## config.mk

```make
export PLATFORM = sky130hd
export DESIGN_NAME = led_fader
export DESIGN_NICKNAME = d
export VERILOG_FILES = /design/src/rtl/led_fader_pkg.sv /design/src/rtl/led_fader_channel.sv /design/src/rtl/led_fader.sv
export SDC_FILE = /design/constraint.sdc
export NUM_CORES = 1
export LEC_CHECK = 0
export CORE_ASPECT_RATIO = 1.25
export CORE_MARGIN = 3
export CORE_UTILIZATION = 55
export DETAILED_ROUTE_END_ITERATION = 12
export PLACE_DENSITY = 0.72
export RECOVER_POWER = 100
export SYNTH_ARGS = -nofsm -noshare
export SYNTH_HDL_FRONTEND = slang
export SYNTH_SLANG_ARGS = --single-unit
```

## constraint.sdc

```tcl
create_clock -name clk_clk -period 10.66 [get_ports clk_clk]
set_clock_uncertainty 0.05 [all_clocks]
set_input_delay 2.665 -clock clk_clk [delete_from_list [all_inputs] [get_ports clk_clk]]
set_output_delay 2.665 -clock clk_clk [all_outputs]
set_load 0.05 [all_outputs]
```

## src/rtl/led_fader_pkg.sv

```systemverilog
// Shared types and defaults for the LED brightness fader.
package led_fader_pkg;

  typedef enum logic [1:0] {ST_OFF, ST_UP, ST_ON, ST_DOWN} chan_state_t;

  localparam int PWM_BITS_DEF = 8;
  localparam int STEP_DIV_DEF = 50000;

  function automatic int max_level(input int bits);
    return (1 << bits) - 1;
  endfunction

endpackage

```

## src/rtl/led_fader_channel.sv

```systemverilog
// One fader channel: ramps level toward the target goal and emits its PWM bit.
module led_fader_channel
  import led_fader_pkg::*;
#(
  parameter int PWM_BITS = PWM_BITS_DEF
) (
  input  logic                gclk,
  input  logic                grst,
  input  logic                target,
  input  logic                fade_en,
  input  logic                tick,
  input  logic [PWM_BITS-1:0] pwm_cnt,
  output logic [PWM_BITS-1:0] level,
  output chan_state_t         state,
  output logic                pwm,
  output logic                at_goal
);

  localparam logic [PWM_BITS-1:0] MAX = PWM_BITS'(max_level(PWM_BITS));

  logic [PWM_BITS-1:0] goal;
  logic [PWM_BITS-1:0] level_nxt;

  assign goal    = target ? MAX : '0;
  assign at_goal = (level == goal);

  function automatic chan_state_t classify(input logic [PWM_BITS-1:0] lvl, input logic tgt);
    if (tgt) return (lvl == MAX) ? ST_ON : ST_UP;
    else     return (lvl == '0)  ? ST_OFF : ST_DOWN;
  endfunction

  // Stepping always starts from the current level, so a reversal never jumps.
  always_comb begin
    level_nxt = level;
    if (!fade_en)
      level_nxt = goal;
    else if (tick) begin
      if (target && level != MAX)
        level_nxt = level + 1'b1;
      else if (!target && level != '0)
        level_nxt = level - 1'b1;
    end
  end

  always_ff @(posedge gclk or posedge grst) begin
    if (grst) begin
      level <= '0;
      state <= ST_OFF;
      pwm   <= 1'b0;
    end else begin
      level <= level_nxt;
      state <= classify(level_nxt, target);
      pwm   <= (level > pwm_cnt);
    end
  end

endmodule

```

## src/rtl/led_fader.sv

```systemverilog
// Per-LED fader/PWM driver behind the PIO LED export; shared step and PWM counters.
module led_fader
  import led_fader_pkg::*;
#(
  parameter int N_LEDS   = 10,
  parameter int PWM_BITS = PWM_BITS_DEF,
  parameter int STEP_DIV = STEP_DIV_DEF
) (
  input  logic              clk_clk,
  input  logic              reset_reset,
  input  logic [N_LEDS-1:0] leds_in,
  input  logic              fade_en,
  output logic [N_LEDS-1:0] leds_pwm,
  output logic              busy
);

  localparam int                  TW  = $clog2(STEP_DIV);
  localparam logic [PWM_BITS-1:0] MAX = PWM_BITS'(max_level(PWM_BITS));

  logic [TW-1:0]                    tick_cnt;
  logic                             tick;
  logic [PWM_BITS-1:0]              pwm_cnt;
  logic [N_LEDS-1:0]                target;
  logic [N_LEDS-1:0]                at_goal;
  logic [N_LEDS-1:0][PWM_BITS-1:0]  level;
  chan_state_t [N_LEDS-1:0]         state;
  logic                             unused_dbg;

  assign tick       = (tick_cnt == TW'(STEP_DIV - 1));
  assign unused_dbg = ^{level, state};

  // PWM period is MAX cycles so that level MAX is a constant high.
  always_ff @(posedge clk_clk or posedge reset_reset) begin
    if (reset_reset) begin
      tick_cnt <= '0;
      pwm_cnt  <= '0;
      target   <= '0;
      busy     <= 1'b0;
    end else begin
      tick_cnt <= tick ? '0 : tick_cnt + 1'b1;
      pwm_cnt  <= (pwm_cnt == MAX - 1'b1) ? '0 : pwm_cnt + 1'b1;
      target   <= leds_in;
      busy     <= ~&at_goal;
    end
  end

  for (genvar i = 0; i < N_LEDS; i++) begin : g_ch
    led_fader_channel #(.PWM_BITS(PWM_BITS)) u_ch (
      .gclk    (clk_clk),
      .grst    (reset_reset),
      .target  (target[i]),
      .fade_en (fade_en),
      .tick    (tick),
      .pwm_cnt (pwm_cnt),
      .level   (level[i]),
      .state   (state[i]),
      .pwm     (leds_pwm[i]),
      .at_goal (at_goal[i])
    );
  end

endmodule
```

---- Word-level counts from Yosys, hierarchy flattened ----
Cells that the tools add are included.
word-level totals
  bits of input ports ..................... 13
  register bits after elaboration ......... 125
  logic and storage cells ................. 193
  output and inout bits ................... 11
cells by class
  mux-type cells .......................... 52
  order comparisons ....................... 10
  equality and inequality tests ........... 33
  add/sub/neg operators ................... 22
  reductions and logical operators ........ 52
operators by type and width
  cell                   number
  $mux 8                 51
  $add 8x1->8 const B    11
  $eq 8x8->1             10
  $gt 8x8->1             10
  $ne 8x8->1 const B     10
  $reduce_bool 8->1      10
  $sub 8x1->8 const B    10
  $ne 3x1->1 const B     10
  $logic_and 1x1->1      20
  $reduce_and 2->1       10
  $add 16x1->16 const B  1
  $eq 16x16->1 const B   1
  $mux 16                1
  $logic_not 1->1        11
  $reduce_and 10->1      1
  $eq 8x8->1 const B     1
  $ne 2x1->1 const B     1

---- Longest topological paths before layout ----
Gate-level depths: netlist of run 1.
  word-level depth ........................ 6
  gate-level depth with buffers ........... 9
  depth with buffers taken out ............ 9

---- Cells and area by module ----
Synthesis of run 1 repeated with hierarchy kept, for this count alone.
second synthesis, totals
  cell total of the unflattened synthesis .. 1611
  area, all modules ....................... 13685.6 sq um
modules (own cells, without submodules)
  module                                 cells an instance  instances  area each (sq um)  seq. area each (sq um)
  led_fader_channel at g_ch[0].u_ch ...  149                9          1226.2             275.3
  led_fader                              126                1          1440.1             875.8
  led_fader_channel at g_ch[3].u_ch      144                1          1209.9             275.3

---- Worst setup path after synthesis of run 1 ----
No wires, ideal clock.
  path type ............................... input to register
  from .................................... input port fade_en
  to ...................................... register g_ch[1].u_ch.level[0]
  buffers on the path ..................... 4
  data required time ...................... 10.473 ns
  setup slack ............................. 6.760 ns
  stages on the path ...................... 5
  arrival ................................. 3.713 ns
  library setup time ...................... 0.137 ns
  cells stage by stage .................... clkbuf_8 clkbuf_1 buf_1 clkbuf_1 a21oi_1
between the ends
  word-level cells in the longest chain between the ends .. 2
  elaborated cells on any way between the ends .. 4
  those cells by class .................... eq/ne: 2; mux: 1; reduce/logical: 1
ends and longest elaborated chain
  what                                                       RTL line                 text
  from (decl)                                                led_fader.sv:12          input logic fade_en,
  $ne 3x1->1 (no line) / $ne 2x1->1 (equally long branches)  n/a
  $reduce_and 2->1 (no line)                                 n/a
  to (signal assigned)                                       led_fader_channel.sv:51  level <= level_nxt;
  to (decl)                                                  led_fader_channel.sv:13  output logic [PWM_BITS-1:0] level,
Several ways; a longest one is shown, not always the timed one.
A chain may end at the register's enable or synchronous reset.

==> flow_summary.toml, run 1 <==
[logic_synthesis]
syn_area_um2 = 10200
syn_inst = 1078
synth_cell_type_count = 68
ys_seq_area_share_pct = 30.8
netlist.area_leader.share_pct = 30.8
async_flop_share_pct = 100
synth_top_cell_by_area = "dfrtp_1"
syn_avg_cell_area_um2 = 9.43
synth.most_common_cell = "ha_1"
synth-edff-count = 0
ys.flop_type = "dfrtp_1"
synth_seq_cells = 125
synth_nets = 1254
synth.area.top_cells = "dfrtp_1 31%, ha_1 19%, a21oi_1 5.5%, xnor2_1 4.4%, nor2_1 3.5%"
synth_warnings = 0
yosys-top-cells-count = "153 x ha_1, 125 x dfrtp_1, 112 x a21oi_1, 95 x nor2_1"

[run]
maxCapViolations = 5

[place]
place_inst = 1302
io_buffers = 23
place_congestion = 0.827
dpl.hpwl_mm = 15.8

[critical_path]
r2r_slack_ps = 6550
end_kind = "async pin"
crit_arrival_ps = 5610
crit_type = "input pin to async pin"
worstPathMaxFanout = 70
required_ps = 11040
cp-start-kind = "input pin"

[die]
io_pins = 24
initial_core_util_pct = 57.2
die_area_um2 = 20200
fp.dieW_um = 128
die_h_um = 158
fp-row-count = 54
core-area_um2 = 17800

[sta]
final_max_slew_viol_count = 121
worst_pin_slew_ps = 2540
fmax_mhz = 191
final-setup-viol-count = 0
finalCritPeriodShare_pct = 49.1
layout_min_cycle_time_ps = 5230
finalHoldViolCount = 0
rsz0062_at_grt = "false"
max_slew_margin_pct = -70.2
setup_tns_ps = 0

[grt]
grt.overflow.total = 0
grt.met1_usage_pct = 32.2
grtUsageMet2_pct = 41.0
track_usage_pct = 24.3
top_usage_layer = "met2"
grt_start_max_net_pins = 82
grt_pass1_wl_mm = 40.0
grt_pass1_vias = 8368
antenna_found_initial = 0
use_met3_pct = 3.98

[worst_hold_path]
hp-class = "flip-flop to flip-flop"

[route]
drc_errors = 0
drtIter0Drc = 564
wl_per_cell_um = 17.1
ant_nets = 0
vias_per_cell = 6.20
wl_mm = 22.9
first_pass_iters = 5
vias = 8267

[outcome]
status = "finished, violations left"
violations = "max-capacitance violations, max-slew violations"

[final_layout]
layout-drive-gt1-share_pct = 4.51
instances_no_fill = 1333
final_nets = 1273
diodes = 0
syn2layout_area_growth_pct = 8.63
fillerInstances = 1531

[clock_tree]
clock_path_buffers = 2
cts_inserted_buffers = 17
clk_pin_slew_ps = 50
cts_sinks = 125
clk-insertion-delay-late_ps = 420
cts_tree = "built"
post_cts_resized = 0
post_cts_buffers = 0
cts_hold_buffers = 0
root_buffer = "clkbuf_16"
h-tree-depth = 4

[power_and_ir_drop]
power_leakage_nw = 4.91
cellPowerDensity_nw_per_um2 = 154
ir_drop_uv = 107
[flip-flops by register name, indices dropped and copies added (netlist names)]
register	flops
busy	1
g_ch.u_ch.level	80
g_ch.u_ch.pwm	10
pwm_cnt	8
target	10
tick_cnt	16
[path summary, 6_finish.rpt]
kind	startpoint	end	cells past startpoint
hold / removal	tick_cnt[0]	tick_cnt[0]	1
hold reg to reg	tick_cnt[0]	tick_cnt[0]	1
min in group asynchronous	reset_reset	tick_cnt[13]	2
setup / recovery	reset_reset	g_ch[0].u_ch.level[5]	3
setup reg to reg	tick_cnt[0]	g_ch[7].u_ch.level[2]	7
max in group clk_clk	fade_en	g_ch[8].u_ch.level[7]	5
[critical path, stage by stage]
cell	delay [ps]
dlygate4sd3_1	540
clkinvlp_2	1440
buf_4	920
[metrics by stage]
stage / cell area [um^2] / util [%] / hold WS, ps / power (mW) / worst slack, ps
final: 11000 / 62.1 / 444 / 1.70 / 5430
after global routing: 11000 / 62.1 / 482 / 1.82 / 4860
after CTS: 11100 / 62.4 / 442 / 1.72 / 6290
after detailed placement: 10500 / 59.2 / 435 / 1.15 / 5890
after global placement: 10500 / 59.2 / 428 / 1.14 / 5930
after floorplan: 10200 / - / 405 / 1.04 / 4620
[layout by cell type, fill, tap and decap left out, drive strengths merged, types with 27 or more instances in the layout]
master  count
nor2       95
dfrtp     125
nand4      48
a21oi     112
nor4       27
o21ai      51
nand2      29
a21o       39
inv        50
ha        153
xnor2      51
[kinds of logic (layout without fill, tap and decap cells)]
| logic type | after synthesis | count (layout) | synth area share [%] |
|---|---|---|---|
| muxes | 17 | 17 | 1.72 |
| AOI/OAI and AO/OA | 306 | 306 | 19.9 |
| adders and majority gates | 163 | 163 | 20.8 |
| DFF | 125 | 125 | 30.8 |
| and+or+nand+nor | 315 | 315 | 16.8 |
| xor gates and xnor gates | 70 | 70 | 6.03 |
| buffers and inverters | 82 | 113 | 3.99 |
[area by class of cell]
type	instances	area (um^2)	area share [%]
sequential	125	3130	28.3
timing repair buffer	31	284	2.57
inverter	51	193	1.75
clock buffer	24	472	4.27
tap	224	280	2.54
multi-input combinational	871	6600	59.7
clock inverter	7	88.8	0.805
[layer usage]
layer  vias up  wire, um
li1       4104         -
met1      3957     10400
met2       168     11000
met3        38       934
met4         0       464
met5         -         0
[report_power, final]
group	internal (mW)	switching [mW]	total (mW)
logic	0.241	0.292	0.533
clock network	0.354	0.206	0.560
registers	0.530	0.0819	0.611
Power figures use the tool's default switching activity.
==> run 2, diff against run 1 <==
==> constraint.sdc (replaced) <==
create_clock -name clk_clk -period 5.3 [get_ports clk_clk]
set_clock_uncertainty 0.05 [all_clocks]
set_input_delay 1.325 -clock clk_clk [delete_from_list [all_inputs] [get_ports clk_clk]]
set_output_delay 1.325 -clock clk_clk [all_outputs]
set_load 0.05 [all_outputs]
==> run 2 against run 1 <==
  * The flow still finishes with violations (max-capacitance violations, max-slew violations)
  * Clock power grew 130%
  * Critical path depth grew 4
  * Sequential share of layout area shrank 0.19 points
  * Critical endpoint is now g_ch[6].u_ch.level[7]
  * Largest cell class unchanged
==> flow_summary.toml, run 2 (same netlist as run 1, synthesis figures left out) <==
[outcome]
status = "finished, violations left"
violations = "max-capacitance violations, max-slew violations"

[power_and_ir_drop]
cellPowerDensity_nw_per_um2 = 322
ir_drop_uv = 239
power_leakage_nw = 4.94

[worst_hold_path]
hp-class = "flip-flop to flip-flop"

[sta]
worst_pin_slew_ps = 2950
finalCritPeriodShare_pct = 81.1
max_slew_margin_pct = -97.9
finalHoldViolCount = 0
hold_ws_ps = 439
rsz0062_at_grt = "false"
fmax_mhz = 233
final_max_slew_viol_count = 174
setup_tns_ps = 0
layout_min_cycle_time_ps = 4300
final-setup-viol-count = 0

[die]
fp.dieW_um = 128
fp-row-count = 54
die_h_um = 158
io_pins = 24
core-area_um2 = 17800
initial_core_util_pct = 57.2
die_area_um2 = 20200

[grt]
grt_start_max_net_pins = 65
grt_pass1_vias = 8095
grt_pass1_wl_mm = 39.9
antenna_found_initial = 0
track_usage_pct = 24.3
grt.overflow.total = 0

[clock_tree]
cts_tree = "built"
cts_sinks = 125
root_buffer = "clkbuf_16"
cts_hold_buffers = 0
clk_pin_slew_ps = 60
post_cts_resized = 0
cts_inserted_buffers = 17
clock_path_buffers = 2
h-tree-depth = 4
post_cts_buffers = 0
clk-insertion-delay-late_ps = 420

[route]
vias_per_cell = 6.29
wl_per_cell_um = 17.8
ant_nets = 0
first_pass_iters = 6
vias = 8396
wl_mm = 23.8
drc_errors = 0
drtIter0Drc = 591

[critical_path]
worstPathMaxFanout = 44
crit_arrival_ps = 4540
reg2reg_depth = 7
cp-start-kind = "input pin"
end_kind = "flip-flop"
r2r_slack_ps = 1300
required_ps = 5550
r2r_start = "tick_cnt[0]"
crit_end = "g_ch[6].u_ch.level[7]"
crit_start = "fade_en"
crit_type = "input pin to flip-flop"
timing.rr.end = "g_ch[7].u_ch.level[2]"

[place]
place_congestion = 0.890
io_buffers = 23
dpl.hpwl_mm = 16.4

[final_layout]
largest-register = "g_ch.u_ch.level"
final_nets = 1273
syn2layout_area_growth_pct = 9.36
layout_commonest_cell = "ha_1"
largest_reg_flops = 80
biggestRegsByFlops = "g_ch.u_ch.level (80), tick_cnt (16)"
layout-drive-gt1-share_pct = 5.05
diodes = 0
layout_common_cells = "153 x ha_1, 125 x dfrtp_1, 112 x a21oi_1"

[run]
maxCapViolations = 6
-- run 2: metal layers --
layer	routed length (um)	share of wire (%)	track usage, %
met1	11100	46	32.5
met2	11600	49	40.4
met3	727	3.1	3.17
met4	437	1.8	9.50
met5	0	0	0
-- run 2: worst min-delay path by stage --
stage	from	endpoint	slack (ps)	cells after the start
floorplan	tick_cnt[0]	tick_cnt[0]	400	1
global placement	tick_cnt[0]	tick_cnt[0]	430	1
detailed placement	tick_cnt[0]	tick_cnt[0]	440	1
CTS	tick_cnt[0]	tick_cnt[0]	440	1
global route	tick_cnt[0]	tick_cnt[0]	480	1
finish	tick_cnt[0]	tick_cnt[0]	440	1
-- run 2: through the flow --
stage | power (mW) | utilization (%) | area (um^2) | worst slack, ps | cells
finish | 3.58 | 62.5 | 11100 | 1000 | 1334
global route | 3.80 | 62.5 | 11100 | 745 | 1334
CTS | 3.60 | 62.8 | 11200 | 1710 | 1334
detailed placement | 2.32 | 59.2 | 10500 | 1720 | 1302
global placement | 2.29 | 59.2 | 10500 | 1790 | 1302
floorplan | 2.09 | - | 10200 | 597 | 1078
-- run 2: worst max-delay path: stages --
cell,delay (ps)
buf_2,90
clkbuf_2,610
clkbuf_1,1560
o31a_1,570
nor3b_1,90
o21ai_0,180
nand3_1,100
-- run 2: area by class of cell --
cell class | count | area [um^2]
Sequential cell | 125 | 3130
Clock inverter | 13 | 188
Tap cell | 224 | 280
Inverter | 51 | 193
Timing Repair Buffer | 31 | 279
Multi-Input combinational cell | 871 | 6590
Clock buffer | 19 | 453
Fill cell | 1509 | 6660
-- run 2: power breakdown --
part           internal, mW  total [mW]  switching, mW
Combinational         0.487        1.08          0.594
Sequential             1.06        1.23          0.165
Clock                 0.814        1.27          0.457
Total                  2.37        3.58           1.22
